### src/rtl/imm_ext_pipe.sv
// imm_ext_pipe: pipelined immediate extender for the decode stage.
// Widens an IN_W-bit immediate to OUT_W bits and registers it behind a
// two-entry valid/ready skid buffer.
// Ports:
//   clk, rst_n            clock and asynchronous active-low reset
//   in_valid/in_ready     upstream handshake for in_data/in_mode
//   in_data, in_mode      raw immediate; mode 00 zero, 01 sign, 10 upper, 11 branch
//   out_valid/out_ready   downstream handshake for out_data/out_neg
//   out_data, out_neg     extended immediate and its MSB
//   occupancy             number of results held (0..2)
module imm_ext_pipe #(
   parameter int IN_W  = 16,
   parameter int OUT_W = 32
) (
   input  logic             clk,
   input  logic             rst_n,
   input  logic             in_valid,
   output logic             in_ready,
   input  logic [IN_W-1:0]  in_data,
   input  logic [1:0]       in_mode,
   output logic             out_valid,
   input  logic             out_ready,
   output logic [OUT_W-1:0] out_data,
   output logic             out_neg,
   output logic [1:0]       occupancy
);
   typedef enum logic [1:0] {EMPTY = 2'd0, ONE = 2'd1, FULL = 2'd2} state_t;
   state_t           state_q, state_d;
   logic [OUT_W-1:0] sext, ext, main_q, main_d, skid_q, skid_d;
   logic             in_xfer, out_xfer;
   assign sext = {{(OUT_W-IN_W){in_data[IN_W-1]}}, in_data};
   // Branch offsets are word-aligned: shift by 2 and let the top bits fall off.
   always_comb
      ext = in_mode == 2'b00 ? {{(OUT_W-IN_W){1'b0}}, in_data} :
            in_mode == 2'b01 ? sext :
            in_mode == 2'b10 ? {in_data, {(OUT_W-IN_W){1'b0}}} :
                               {sext[OUT_W-3:0], 2'b00};
   // in_ready comes straight from state so out_ready never reaches it combinationally.
   assign in_ready  = state_q != FULL;
   assign out_valid = state_q != EMPTY;
   assign out_data  = main_q;
   assign out_neg   = main_q[OUT_W-1];
   assign occupancy = state_q;
   assign in_xfer   = in_valid & in_ready;
   assign out_xfer  = out_valid & out_ready;
   always_comb begin
      state_d = state_q;
      main_d  = main_q;
      skid_d  = skid_q;
      case (state_q)
         EMPTY: if (in_xfer) begin
            state_d = ONE;
            main_d  = ext;
         end
         ONE: if (in_xfer && out_xfer) main_d = ext;
            else if (out_xfer) state_d = EMPTY;
            else if (in_xfer) begin
               state_d = FULL;
               skid_d  = ext;
            end
         FULL: if (out_xfer) begin
            state_d = ONE;
            main_d  = skid_q;
         end
         default: state_d = EMPTY;
      endcase
   end
   always_ff @(posedge clk or negedge rst_n)
      if (!rst_n) begin
         state_q <= EMPTY;
         main_q  <= '0;
         skid_q  <= '0;
      end else begin
         state_q <= state_d;
         main_q  <= main_d;
         skid_q  <= skid_d;
      end
endmodule
### config.mk
export PLATFORM = sky130hd
export DESIGN_NAME = imm_ext_pipe
export DESIGN_NICKNAME = d
export VERILOG_FILES = /design/src/rtl/imm_ext_pipe.sv
export SDC_FILE = /design/constraint.sdc
export NUM_CORES = 1
export LEC_CHECK = 0
export CORE_ASPECT_RATIO = 0.7
export CORE_MARGIN = 1.5
export CORE_UTILIZATION = 48
export CTS_CLUSTER_SIZE = 14
export DETAILED_ROUTE_END_ITERATION = 16
export HOLD_SLACK_MARGIN = 0.12
export PLACE_DENSITY = 0.83
export SLEW_MARGIN = 10
export SYNTH_ARGS = -nofsm -noshare
export SYNTH_HDL_FRONTEND = slang
export SYNTH_SLANG_ARGS = --single-unit
### constraint.sdc
create_clock -name clk -period 1.65 [get_ports clk]
set_input_delay 0.33 -clock clk [delete_from_list [all_inputs] [get_ports clk]]
set_output_delay 0.33 -clock clk [all_outputs]
set_load 0.1 [all_outputs]
==> summary.md <==
| Metric | Value |
|---|---|
| Via-to-Cell Ratio | `5.873` |
| Kind of critical path | `register to primary output` |
| MaxCap Viol Count | `0` |
| Min-Delay Endpoint | `skid_q[5]` |
| Worst hold start | `skid_q[5]` |
| Core Footprint | `6850 um^2` |
| H-Tree Depth | `3` |
| Failing checks | `negative setup slack` |
| Final Cell Area | `5090 um^2` |
| Mapped cell area | `3463 um^2` |
| Worst min path class | `register to register` |
| Vias in the first global route | `3059` |
| RSZ-0062 raised after global routing | `true` |
| Initial DRC Count | `213` |
| Mapped Avg Cell Area | `10.22 um^2` |
| Hold Path Stages | `2` |
| Tcrit/Tclk final | `1.039` |
| Dpl hpwl | `6272 um` |
| DR vias | `3060` |
| WL met1 | `4044 um` |
| Metal2 WL | `4486 um` |
| Layout cells sized above 1 | `0.3162` |
| Final #Nets | `444` |
| Row cnt | `25` |
| Commonest non-fill, non-tap cells in the layout | `64 x dfrtp_1, 43 x buf_12, 35 x buf_4` |
| Die outline height | `74.07 um` |
| # IOs | `59` |
| Top-area cell type share of the netlist area | `0.4769` |
| Crit-path slowest cell | `dfrtp_4` |
| Global-route wire length before repair | `14840 um` |
| Worst Setup Slack, final | `-0.06414 ns` |
| DR DRC count | `0` |
| WL met3 | `718 um` |
| Worst slew pin tran | `0.4105 ns` |
| Clock Latency Late Sink | `0.35 ns` |
| FF-to-FF path depth | `6` |
| Clock Skews | `0.007706 ns` |
| Placed cell area | `4718 um^2` |
| CTS Root Cell | `clkbuf_8` |
| Most common cell after layout, fill and taps aside | `dfrtp_1` |
| R2R Path End | `out_data[16]` |
| Post-layout util | `0.7430` |
| Cell accounting for the most synthesized area | `dfrtp_1` |
| Final wirelength | `9473 um` |
| Grt ovf | `0` |
| Port Buffers | `58` |
| Routed Antenna Nets | `0` |
| Crit end category | `primary output` |
| Final hold violation count | `0` |
| Initial antenna violation count | `0` |
| Cell Pwr Density | `1849 nW/um^2` |
| Die area | `7742 um^2` |
| Status | `finished, violations left` |
| Starting density of the core | `0.5056` |
| Delay-heaviest family, CP | `flip-flops` |
| CP Data Arrival Time | `1.38 ns` |
| Max VDD drop | `0.001267 V` |
| CTS Sinks | `66` |
| WL/cell | `18.18 um` |
| Max Slew Vio Count | `0` |
| Endpoints failing setup | `3` |
| Area contributors post-synth | `dfrtp_1 48%, a31oi_1 5.1%, mux2_4 4.3%` |
| Register-to-Register Setup Slack | `-0.04 ns` |
| Register area share after synthesis | `0.4769` |
| Mapped Nets | `361` |
| Register Area | `1659 um^2` |
| Die X | `104.5 um` |
| Min Tclk post-route | `1.714 ns` |
| #FFs+latches synth | `66` |
| Antenna Diode Count | `0` |
| Startpoint Class | `register` |
| Synth unique cells | `36` |
| Multi-input gate area | `1708 um^2` |
| Placer Congestion | `0.8862` |
| CTS tree | `built` |
| Longest Clk Path Bufs | `2` |
| Top sig layer | `met4` |
| Fillers | `421` |
| CP Buf/Inv Count | `2` |
| CP max FO | `4` |
| Area Overhead vs Synth | `46.97%` |
| Worst EP required | `1.32 ns` |
| Synth Instances | `339` |
| Worst path cell trace | `buf_6, or2_4, buf_12` |
| Clock transition at path regs | `0.07 ns` |
| First-pass iteration count of the detailed router | `5` |
| Synth Warn # | `0` |
| Worst r2r src | `occupancy[0]` |
| Leakage | `2.161 nW` |
| Worst relative slew slack | `0.7247` |
| Setup_tns | `-0.1303 ns` |
| Largest stage delay, worst path | `0.50 ns` |
| Largest net degree at the start of global routing | `67` |
| GRT Resource Usage Total | `0.2494` |
| Maximum clock rate | `583.4 MHz` |
| CTS Buf Count | `9` |
-- where the power goes --
part	internal, W	switching, W
clock network	0.000740	0.000607
registers	0.00223	0.000544
logic	0.00205	0.00325
-- flip-flops by register name, indices dropped and copies added, names as in the netlist --
signal and cells:
out_data 32, skid_q 32, occupancy 2
-- per-layer routing --
layer	GRT usage	vias up
met5	0	-
met4	0.08642	0
met3	0.07011	31
met2	0.4320	138
met1	0.3067	1484
li1	-	1407
-- through the flow --
step	total power (W)	setup WS [ns]	instances	hold slack (ns)
after floorplan	0.005903	-0.1448	339	0.03441
after global placement	0.007752	-0.1528	497	0.3705
after detailed placement	0.007876	-0.2370	497	0.3737
after CTS	0.009284	-0.07044	518	0.4867
after global routing	0.009744	-0.09977	521	0.5159
final	0.009412	-0.06414	521	0.4855
-- timing repair --
item,CTS,global route
cloned,0,1
hold buffers,1,0
hold endpoints to repair,66,0
endpoints found under the setup margin,2,38
resized for setup,7,18
setup buffers,5,2
pin swaps,2,3
-- worst max-delay path by stage --
stage | from | end | slack [ns] | cells after the start
after global routing | occupancy[1] | out_valid | -0.1 | 3
after floorplan | occupancy[1] | out_data[31] | -0.14 | 5
final | occupancy[1] | out_valid | -0.06 | 3
after CTS | occupancy[1] | out_valid | -0.07 | 3
after global placement | out_ready | out_data[26] | -0.15 | 5
after detailed placement | out_ready | skid_q[10] | -0.24 | 4
-- layout make-up --
class	instances	area share
clock inverters	4	0.01008
repair buffers	105	0.2741
inverters	3	0.002704
well taps	94	0.02311
multi-input cells	237	0.3355
clock buffers	12	0.02852
flip-flops and latches	66	0.3260
-- worst reg2reg max path: stages (launching register included) --
cell and delay, ns:
dfrtp_4 0.51, buf_6 0.14, nor2b_2 0.17, buf_6 0.15
buf_6 0.14, o211ai_1 0.33, o31ai_2 0.12
-- cells by family after synthesis --
kind of cell / count (synthesis) / share of synthesized area
AND/OR/NAND/NOR: 103 / 0.1691
buffers and inverters: 37 / 0.06142
AO/OA/AOI/OAI: 112 / 0.2146
multiplexers: 21 / 0.07803
flip-flops: 66 / 0.4769
-- synth_stat cells (all sizes together) --
master   count
nand4bb      1
o21ai       21
or2          1
dfrtp       66
and4bb       1
o31ai       15
o211ai      15
clkbuf      11
o22ai        1
a21oi       14
nor3b       14
a211oi      14
a221oi       2
mux2i        3
mux2        18
and2         1
nand2b       3
buf         23
nor2        31
a31oi       28
a21boi       1
nand3b      16
o21a         1
nand2       18
inv          3
nor2b       17
Note: power is estimated with default switching activity, not from simulation.
